## src/rtl/clock_div_pkg.sv

```systemverilog
// Shared types and helpers for the programmable clock divider.
// Optional build macro used by this family: CLOCK_DIV_ODD_DUTY50_EN.
package clock_div_pkg;

    // IDLE: stopped, RUN: counting, DRAIN: finishing the current period after en fell
    typedef enum logic [1:0] {
        IDLE  = 2'd0,
        RUN   = 2'd1,
        DRAIN = 2'd2
    } div_state_t;

    // Smallest divisor that still yields a real high and low phase
    localparam int unsigned DIV_MIN = 2;

    // Raise any divisor below DIV_MIN up to DIV_MIN
    function automatic logic [31:0] clamp_div(input logic [31:0] value);
        return (value < DIV_MIN) ? DIV_MIN : value;
    endfunction

endpackage

```

## src/rtl/clock_div_phase.sv

```systemverilog
// Period counter and phase generator for the programmable clock divider.
// With CLOCK_DIV_ODD_DUTY50_EN defined, odd divisors get a falling-edge
// stage that stretches the high phase by half a clk_in period (50% duty).
module clock_div_phase #(
    parameter int CNT_W = 16
) (
    input  logic             clk_in,
    input  logic             rst,
    input  logic             run,       // a period is in progress in the next cycle
    input  logic [CNT_W-1:0] div_cur,   // divisor of the current cycle
    input  logic [CNT_W-1:0] div_next,  // divisor of the next cycle
    output logic             wrap,      // current cycle is the last one of its period
    output logic             clk_out,
    output logic             tick
);

    localparam logic [CNT_W-1:0] CNT_ONE = CNT_W'(1);

    logic [CNT_W-1:0] cnt_reg;
    logic [CNT_W-1:0] cnt_next;
    logic [CNT_W-1:0] high_len;
    logic             active_reg;
    logic             phase_reg;
    logic             phase_next;
    logic             tick_reg;
    logic             tick_next;

    assign wrap = active_reg && (cnt_reg == div_cur - CNT_ONE);

`ifdef CLOCK_DIV_ODD_DUTY50_EN
    // Rising-edge phase covers floor(N/2) cycles; the negedge stage adds the half cycle
    assign high_len = div_next >> 1;
`else
    // ceil(N/2) written without N+1 so N = 2^CNT_W-1 cannot overflow
    assign high_len = (div_next >> 1) + {{(CNT_W-1){1'b0}}, div_next[0]};
`endif

    // Next count position plus the phase and tick that go with it
    always_comb begin
        cnt_next = '0;
        if (run && active_reg && !wrap) begin
            cnt_next = cnt_reg + CNT_ONE;
        end
        phase_next = run && (cnt_next < high_len);
        tick_next  = run && (cnt_next == '0);
    end

    // Counter and registered outputs; reset aborts the period immediately
    always_ff @(posedge clk_in or posedge rst) begin
        if (rst) begin
            cnt_reg    <= '0;
            active_reg <= 1'b0;
            phase_reg  <= 1'b0;
            tick_reg   <= 1'b0;
        end else begin
            cnt_reg    <= cnt_next;
            active_reg <= run;
            phase_reg  <= phase_next;
            tick_reg   <= tick_next;
        end
    end

`ifdef CLOCK_DIV_ODD_DUTY50_EN
    logic neg_reg;

    // Half-cycle delayed copy of the phase, only for odd divisors
    always_ff @(negedge clk_in or posedge rst) begin
        if (rst) begin
            neg_reg <= 1'b0;
        end else begin
            neg_reg <= div_cur[0] & phase_reg;
        end
    end

    assign clk_out = phase_reg | neg_reg;
`else
    assign clk_out = phase_reg;
`endif

    assign tick = tick_reg;

endmodule

```

## src/rtl/clock_div_prog.sv

```systemverilog
// Runtime-programmable clock divider: run/drain FSM and divisor load/ack
// handshake around the clock_div_phase counter. Divisor changes, start and
// stop only happen on period boundaries so clk_out never glitches.
// Optional macro: CLOCK_DIV_ODD_DUTY50_EN (50% duty for odd divisors).
// CNT_W must not exceed 32 (the shared clamp helper is 32 bits wide).
module clock_div_prog
    import clock_div_pkg::*;
#(
    parameter int CNT_W       = 16,
    parameter int DEFAULT_DIV = 10
) (
    input  logic             clk_in,
    input  logic             rst,
    input  logic             en,
    input  logic [CNT_W-1:0] div_val,
    input  logic             div_load,
    output logic             div_ack,
    output logic             clk_out,
    output logic             tick
);

    div_state_t       state_reg;
    div_state_t       state_next;
    logic [CNT_W-1:0] div_cur_reg;
    logic [CNT_W-1:0] div_cur_next;
    logic [CNT_W-1:0] div_pend_reg;
    logic [CNT_W-1:0] div_pend_next;
    logic             pend_reg;
    logic             pend_next;
    logic             div_ack_reg;
    logic [CNT_W-1:0] div_clamped;
    logic             wrap;
    logic             boundary;
    logic             apply;
    logic             run;

    assign div_clamped = CNT_W'(clamp_div(32'(div_val)));

    // Next state: a period, once started, always runs to its wrap
    always_comb begin
        state_next = state_reg;
        case (state_reg)
            IDLE:    if (en) state_next = RUN;
            RUN:     if (!en) state_next = wrap ? IDLE : DRAIN;
            DRAIN:   if (en) state_next = RUN;
                     else if (wrap) state_next = IDLE;
            default: state_next = IDLE;
        endcase
    end

    // Pending divisor: applied at a wrap or while idle; a load in the same
    // cycle as an apply waits for the following boundary
    always_comb begin
        boundary      = (state_reg == IDLE) || wrap;
        apply         = pend_reg && boundary;
        div_cur_next  = apply ? div_pend_reg : div_cur_reg;
        pend_next     = pend_reg;
        div_pend_next = div_pend_reg;
        if (div_load) begin
            pend_next     = 1'b1;
            div_pend_next = div_clamped;
        end else if (apply) begin
            pend_next = 1'b0;
        end
    end

    assign run = (state_next != IDLE);

    // FSM and handshake registers; reset drops any pending load
    always_ff @(posedge clk_in or posedge rst) begin
        if (rst) begin
            state_reg    <= IDLE;
            div_cur_reg  <= CNT_W'(DEFAULT_DIV);
            div_pend_reg <= '0;
            pend_reg     <= 1'b0;
            div_ack_reg  <= 1'b0;
        end else begin
            state_reg    <= state_next;
            div_cur_reg  <= div_cur_next;
            div_pend_reg <= div_pend_next;
            pend_reg     <= pend_next;
            div_ack_reg  <= apply;
        end
    end

    assign div_ack = div_ack_reg;

    clock_div_phase #(
        .CNT_W(CNT_W)
    ) u_phase (
        .clk_in  (clk_in),
        .rst     (rst),
        .run     (run),
        .div_cur (div_cur_reg),
        .div_next(div_cur_next),
        .wrap    (wrap),
        .clk_out (clk_out),
        .tick    (tick)
    );

endmodule

```

## config.mk

```make
export PLATFORM = sky130hd
export DESIGN_NAME = clock_div_prog
export DESIGN_NICKNAME = d
export VERILOG_FILES = /design/src/rtl/clock_div_pkg.sv /design/src/rtl/clock_div_phase.sv /design/src/rtl/clock_div_prog.sv
export SDC_FILE = /design/constraint.sdc
export NUM_CORES = 1
export LEC_CHECK = 0
export ABC_CLOCK_PERIOD_IN_PS = 5550
export CORE_MARGIN = 2
export CORE_UTILIZATION = 32
export DETAILED_ROUTE_END_ITERATION = 10
export PLACE_DENSITY = 0.59
export SETUP_SLACK_MARGIN = 0.3
export SYNTH_ARGS = -nofsm -noshare
export SYNTH_HDL_FRONTEND = slang
export SYNTH_HIERARCHICAL = 1
export SYNTH_SLANG_ARGS = --single-unit
```

## constraint.sdc

```tcl
create_clock -name clk_in -period 5.55 [get_ports clk_in]
set_input_delay 1.11 -clock clk_in [delete_from_list [all_inputs] [get_ports clk_in]]
set_output_delay 1.11 -clock clk_in [all_outputs]
set_load 0.01 [all_outputs]
```

==> results of run 1 <==
## synthesized netlist by cell type, drive strengths merged (8+ instances only)
library cell / number / area share
a21oi: 9 / 0.012
clkbuf: 13 / 0.013
dfrtp: 53 / 0.36
ha: 19 / 0.065
inv: 9 / 0.0092
mux2: 31 / 0.10
nand2: 10 / 0.010
nand3: 22 / 0.030
nor2: 25 / 0.026
nor3: 8 / 0.011
nor4: 12 / 0.022
xnor2: 23 / 0.055
xor2: 24 / 0.057
## layer usage
| layer | vias up | wire (um) | global-route usage |
|---|---|---|---|
| met4 | 0 | 133 | 0.0444 |
| met1 | 1346 | 4240 | 0.211 |
| met3 | 9 | 401 | 0.0224 |
| met5 | - | 0 | 0 |
| met2 | 66 | 4170 | 0.233 |
| li1 | 1373 | - | - |
## worst min-delay path by stage
| stage | slack, ns | endpoint | start | cells after the start |
|---|---|---|---|---|
| 2_1_floorplan | 0.48 | div_pend_reg[2] | div_pend_reg[2] | 1 |
| 3_3_place_gp | 0.50 | div_pend_reg[4] | div_pend_reg[4] | 1 |
| 3_5_place_dp | 0.50 | div_pend_reg[4] | div_pend_reg[4] | 1 |
| 4_1_cts | 0.51 | div_pend_reg[4] | div_pend_reg[4] | 1 |
| 5_1_grt | 0.53 | div_pend_reg[13] | div_pend_reg[13] | 1 |
| 6_report | 0.51 | div_pend_reg[13] | div_pend_reg[13] | 1 |
## stage by stage
step                worst slack, ns  hold slack (ns)
floorplan                     0.534            0.477
CTS                           0.328            0.515
global placement              0.477            0.496
global route                  0.277            0.533
finish                        0.559            0.511
detailed placement            0.280            0.497
## cell type report
cell class / count / area share
Tap cell: 143 / 0.0416
Timing Repair Buffer: 36 / 0.0756
Sequential cell: 55 / 0.321
Multi-Input combinational cell: 275 / 0.520
Clock inverter: 2 / 0.00407
Clock buffer: 6 / 0.0299
Inverter: 9 / 0.00785
## worst register-to-register path, cell delays in order (launching register included)
cell and delay, ns:
dfrtp_2 0.47, or4_4 0.54, or4_1 0.55, a21oi_2 0.16
o22ai_2 0.11, nor3_2 0.18, o21ba_2 0.21, nand2b_4 0.19
mux2_4 0.35, and4_1 0.24, and3_1 0.20, and4_1 0.24
and3_1 0.20, xnor2_1 0.13, ha_1 0.28, and3_1 0.19
nand4_1 0.12, a21oi_1 0.06, nor4b_2 0.26, o211ai_1 0.12
a21oi_1 0.12
## kinds of logic after synthesis
family / count (synthesis) / share of synthesized area
AND/OR/NAND/NOR: 126 / 0.196
AO/OA/AOI/OAI: 50 / 0.0992
adder cells (fa/ha/maj): 19 / 0.0647
flip-flops: 55 / 0.375
multiplexers: 32 / 0.107
buffers and inverters: 29 / 0.0392
XOR/XNOR: 48 / 0.118
## power by group through the flow
stage | logic (mW) | registers [mW] | clock network, mW
floorplan | 0.384 | 0.533 | 0
global placement | 0.489 | 0.571 | 0
detailed placement | 0.492 | 0.574 | 0
CTS | 0.497 | 0.566 | 0.331
global route | 0.595 | 0.583 | 0.351
finish | 0.535 | 0.569 | 0.324
## what timing repair did
action | CTS | global route
pin swaps | 0 | 3
setup buffers | 0 | 4
resized for setup | 2 | 19
hold buffers | 0 | 0
cloned | 0 | 0
hold endpoints to repair | 0 | 0
endpoints found under the setup margin | 1 | 1
==> summary.txt, run 1 <==
Global routing
  – Initial antenna violation count: 0
  – Pin count of the biggest net entering global routing: 37
  – Vias in the first global route: 2794
  – First-pass GRT wire length: 14600 um
  – GRT overflow: 0
  – Overall Global Routing Usage: 0.148

Clock tree
  – TritonCTS clock tree: yes
  – Clk pin slew, worst setup/hold paths: 0.08 ns
  – Worst skew pair latency: 0.30 ns
  – Clk sinks: 55
  – Clock root buffer: clkbuf_16
  – Clock Tree Buf Depth: 2
  – Total CTS buffers: 5
  – H-tree depth: 2

Critical path
  – Delay-heaviest family, CP: simple AND/OR/NAND/NOR gates
  – Critical path required time: 5.77 ns
  – Setup crit start: div_cur_reg[2]
  – Crit-path cells: or4_4 -> or4_1 -> a21oi_2 -> o22ai_2 -> nor3_2 -> o21ba_2 -> nand2b_4 -> mux2_4 -> and4_1 -> and3_1 -> and4_1 -> and3_1 -> xnor2_1 -> ha_1 -> and3_1 -> nand4_1 -> a21oi_1 -> nor4b_2 -> o211ai_1 -> a21oi_1
  – Crit Reg-Reg Endpoint: u_phase/clk_out
  – CP peak stage delay: 0.55 ns
  – Flop-to-flop setup slack: 0.56 ns
  – CP endpoint: u_phase/clk_out
  – Critical path type: flip-flop to flip-flop
  – CP endpoint kind: flip-flop
  – WP depth: 20
  – Crit path DAT: 5.22 ns
  – Startpoint Class: flip-flop
  – R2r startpoint: div_cur_reg[2]
  – Most used cell along the critical path: and3_1
  – R2R depth: 20
  – Slowest cell on crit path: or4_1
  – CP Max Fanout: 10
  – Bufs and invs on worst path: 0

Cells and area
  – Share of cells above drive strength 1: 0.204
  – Layout Cells excl Fill: 526
  – N_diodes: 0
  – Multi-input logic area: 0.00224 mm2
  – Design area: 0.00430 mm2
  – Most common cell after layout, fill and taps aside: dfrtp_1
  – Final nets: 421
  – Commonest non-fill, non-tap cells in the layout: dfrtp_1 (51), nor2_1 (24), xor2_1 (24)
  – Final Util: 0.380
  – Synth-to-Final Area Change: 17.2%
  – Fillcell total: 1126
  – Register area: 0.00138 mm2

Route
  – DR WL/cell: 17.0 um
  – Via density: 5.31
  – Vias: 2794
  – DRT iter0 DRCs: 143
  – WL final: 8940 um
  – First-pass iteration count of the detailed router: 4
  – Antenna Nets Post-Route: 0
  – DRC: 0

Power
  – Power per cell area: 332 mW/mm2
  – Overall Power: 1.43 mW
  – Switching Fraction: 0.366
  – Sw Pwr: 0.523 mW
  – Sequential Power Share: 0.399
  – Worst VDD drop: 0.142 mV
  – Comb power frac: 0.375
  – Clk pwr share: 0.227
  – Leakage: 1.80 nW
  – Int Pwr: 0.905 mW

Logic synthesis
  – Async set-or-reset flop fraction in the synthesized netlist: 1.00
  – Mapped Cells: 359
  – Register area share after synthesis: 0.375
  – Yosys warnings: 6
  – Yosys reg bits: 55
  – Synth cell types: 58
  – EDFF count, synth: 0
  – Most used DFF post-synth: dfrtp_1
  – Synthesized area per cell: 10.2 um2
  – Syn Std Cell Area: 0.00367 mm2
  – Syn nets: 398

Floorplanning
  – Chip Height: 111 um
  – Horiz. Die Dim: 111 um
  – Die area: 0.0123 mm2
  – Row cnt: 39
  – I/O Pins: 23
  – Starting density of the core: 0.324
  – Core Region: 0.0113 mm2

Placed design
  – Placed cell count: 514
  – Area of placed instances: 0.00404 mm2
  – Port bufs: 22
  – Routability cong.: 0.895
  – Final HPWL DP: 7040 um

STA
  – Fin crit share: 0.899
  – Setup TNS: 0 ns
  – Slew Limit Fails: 0
  – Worst clock skew: 0.00821 ns
  – Slew headroom: 0.456
  – Fmax: 200 MHz
  – RSZ-0062 raised after global routing: no
  – Tmin final: 4.99 ns
  – Final Hold Fails: 0
  – Setup-failing EPs final: 0
  – Worst Tran Pin Value: 0.808 ns

Job
  – Max cap viols: 0

Run status
  – Outcome: finished clean

Worst hold path
  – Type of the worst min-delay path: flip-flop to flip-flop
Note: power is estimated with default switching activity, not from simulation.
==> run 2, diff against run 1 <==
--- a/config.mk
+++ b/config.mk
@@ -15,3 +15,4 @@
 export SYNTH_HDL_FRONTEND = slang
 export SYNTH_HIERARCHICAL = 1
 export SYNTH_SLANG_ARGS = --single-unit
+export TNS_END_PERCENT = 10
==> results of run 2 <==
The final DEF is identical to that of run 1; final timing and power are the same.
==> run 3, diff against run 2 <==
--- a/config.mk
+++ b/config.mk
@@ -9,7 +9,6 @@
 export CORE_MARGIN = 2
 export CORE_UTILIZATION = 32
 export DETAILED_ROUTE_END_ITERATION = 10
-export PLACE_DENSITY = 0.59
 export SETUP_SLACK_MARGIN = 0.3
 export SYNTH_ARGS = -nofsm -noshare
 export SYNTH_HDL_FRONTEND = slang
==> run 3 against run 2 <==
Net effect: first-iteration DRC count fell by 16%; critical path depth did not move; hold slack improved by 0.0011 ns; global-route usage barely moved; routed wire length rose by 0.75%; sequential share of layout area rose by 0.23 points; sequential power rose by 2%; register-to-register slack got worse by 0.07 ns; clock power rose by 3%; via count rose by 0.43%; largest cell class unchanged.
==> summary.txt, run 3 (same netlist as run 1, synthesis figures left out) <==
Global routing
  – Pin count of the biggest net entering global routing: 37 (unchanged)
  – Met3 Use GR: 0.0241 (+0.00164)
  – GRT overflow: 0 (unchanged)
  – First-pass GRT wire length: 14700 um (+0.47%)
  – Grt peak-use layer: met2
  – GR met1 Demand/Resource: 0.213 (+0.00188)
  – M2 GR Usage: 0.232 (-0.000409)
  – Initial antenna violation count: 0 (unchanged)
  – Overall Global Routing Usage: 0.148 (about the same)
  – Vias in the first global route: 2797 (+0.11%)

STA
  – RSZ-0062 raised after global routing: no
  – Setup TNS: 0 ns (unchanged)
  – Tmin final: 5.07 ns (+0.0743 ns)
  – Fin crit share: 0.913 (+0.0134)
  – Fmax: 197 MHz (-1.5%)
  – Worst Tran Pin Value: 0.766 ns (-0.0422 ns)
  – Slew headroom: 0.485 (+0.0284)
  – Worst clock skew: 0.00332 ns (-0.00489 ns)
  – Slew Limit Fails: 0 (unchanged)
  – Final Hold Fails: 0 (unchanged)
  – Setup-failing EPs final: 0 (unchanged)

Route
  – DRT iter0 DRCs: 120 (-16%)
  – Vias: 2806 (+0.43%)
  – DRC: 0 (unchanged)
  – Via density: 5.38 (+1.2%)
  – DR WL/cell: 17.3 um (+1.5%)
  – Antenna Nets Post-Route: 0 (unchanged)
  – First-pass iteration count of the detailed router: 4 (unchanged)
  – WL final: 9010 um (+0.75%)

Cells and area
  – Design area: 0.00427 mm2 (-0.73%)
  – Multi-input logic area: 0.00223 mm2 (-0.45%)
  – Commonest non-fill, non-tap cells in the layout: dfrtp_1 (51), nor2_1 (24), xor2_1 (24)
  – Layout Cells excl Fill: 522 (-0.76%)
  – Most common cell after layout, fill and taps aside: dfrtp_1
  – Synth-to-Final Area Change: 16.4%
  – Fillcell total: 1148 (+2.0%)
  – Share of cells above drive strength 1: 0.193 (-0.0110)
  – Register area: 0.00138 mm2 (unchanged)
  – Final nets: 417 (-0.95%)
  – N_diodes: 0 (unchanged)

Floorplanning
  – Starting density of the core: 0.324 (unchanged)
  – Row cnt: 39 (unchanged)
  – Die area: 0.0123 mm2 (unchanged)
  – I/O Pins: 23 (unchanged)
  – Chip Height: 111 um (unchanged)
  – Horiz. Die Dim: 111 um (unchanged)
  – Core Region: 0.0113 mm2 (unchanged)

Power
  – Worst VDD drop: 0.160 mV (+13%)
  – Switching Fraction: 0.367 (about the same)
  – Comb power frac: 0.362 (-0.013)
  – Leakage: 1.77 nW (-1.2%)
  – Int Pwr: 0.905 mW (about the same)
  – Sequential Power Share: 0.405 (+0.006)
  – Power per cell area: 335 mW/mm2 (+0.84%)
  – Sw Pwr: 0.524 mW (+0.13%)
  – Clk pwr share: 0.233 (+0.006)

Clock tree
  – Worst skew pair latency: 0.30 ns (about the same)
  – Clk pin slew, worst setup/hold paths: 0.07 ns (about the same)
  – Clock Tree Buf Depth: 2 (unchanged)
  – Hold_buf cts: 0 (unchanged)
  – Clock root buffer: clkbuf_16
  – Clk sinks: 55 (unchanged)
  – TritonCTS clock tree: yes
  – Total CTS buffers: 5 (unchanged)
  – H-tree depth: 2 (unchanged)

Critical path
  – Crit-path cells: or4_4 -> or4_1 -> a21oi_1 -> o22ai_2 -> nor3_2 -> o21ba_2 -> nand2b_4 -> mux2_4 -> and4_1 -> and3_1 -> and4_1 -> and3_4 -> xnor2_2 -> ha_1 -> and3_1 -> nand4_1 -> a21oi_1 -> nor4b_2 -> o211ai_1 -> a21oi_1
  – Critical path type: flip-flop to flip-flop
  – Slowest cell on crit path: or4_4
  – CP peak stage delay: 0.56 ns (about the same)
  – Crit path DAT: 5.28 ns (+0.06 ns)
  – Flop-to-flop setup slack: 0.48 ns (-0.07 ns)
  – CP endpoint kind: flip-flop
  – CP Max Fanout: 8 (-2)
  – Most used cell along the critical path: a21oi_1
  – Startpoint Class: flip-flop
  – Critical path required time: 5.77 ns (about the same)

Placed design
  – Placed cell count: 512 (-0.39%)
  – Port bufs: 22 (unchanged)
  – Final HPWL DP: 6930 um (-1.5%)
  – Area of placed instances: 0.00402 mm2 (-0.37%)
  – Routability cong.: 0.975 (+9.0%)

Job
  – Max cap viols: 0 (unchanged)

Worst hold path
  – Type of the worst min-delay path: flip-flop to flip-flop

Run status
  – Outcome: finished clean
[run 3: cell count changes in the layout (fill, tap and decap cells not counted), sizes merged]
cell      delta
buf          -4
clkinvlp     +1
inv          -1
[run 3: layout make-up]
class | instances | share of cell area
inverters | 9 | 0.00791
clock buffers | 6 | 0.0325
well taps | 143 | 0.0419
repair buffers | 32 | 0.0691
flip-flops and latches | 55 | 0.323
multi-input cells | 275 | 0.522
clock inverters | 2 | 0.00381
[run 3: through the flow]
stage	setup slack [ns]	power, mW	util	hold slack (ns)
6_report	0.485	1.43	0.377	0.512
5_1_grt	0.293	1.52	0.377	0.532
4_1_cts	0.325	1.41	0.370	0.515
3_5_place_dp	0.277	1.06	0.355	0.498
3_3_place_gp	0.480	1.05	0.355	0.494
2_1_floorplan	0.534	0.917	-	0.477
[run 3: critical path, delay by kind of cell, from the launching register on]
kind / cells / cell delay (ns)
flip-flops: 1 / 0.44
adder cells (fa/ha/maj): 1 / 0.29
XOR/XNOR: 1 / 0.12
AND/OR/NAND/NOR: 11 / 2.89
AO/OA/AOI/OAI: 6 / 0.89
multiplexers: 1 / 0.35
[run 3: power groups by stage]
stage               logic, mW  registers [mW]  clock network, mW
detailed placement      0.486           0.578                  0
floorplan               0.384           0.533                  0
CTS                     0.495           0.571              0.345
finish                  0.517           0.579              0.333
global route            0.567           0.594              0.361
global placement        0.477           0.574                  0
[run 3: what timing repair did]
| action | CTS | global route |
|---|---|---|
| endpoints found under the setup margin | 1 | 1 |
| buffers inserted | 0 | 2 |
| gates cloned | 0 | 0 |
| pin swaps | 0 | 3 |
| gates resized for setup | 3 | 14 |
[run 3: routing by layer]
metal  wire (um)  up-vias
met5           0        -
met4         150        0
met3         431       13
met2        4100       66
met1        4330     1373
li1            -     1354
[run 3: path summary, 6_finish.rpt]
| path | from | end | cells past startpoint |
|---|---|---|---|
| min in group asynchronous | rst | div_cur_reg[12] | 3 |
| setup / recovery | div_cur_reg[0] | u_phase/clk_out | 20 |
| setup reg to reg | div_cur_reg[0] | u_phase/clk_out | 20 |
| hold reg to reg | div_pend_reg[13] | div_pend_reg[13] | 1 |
| hold / removal | div_pend_reg[13] | div_pend_reg[13] | 1 |
| max in group asynchronous | rst | u_phase/active_reg | 2 |
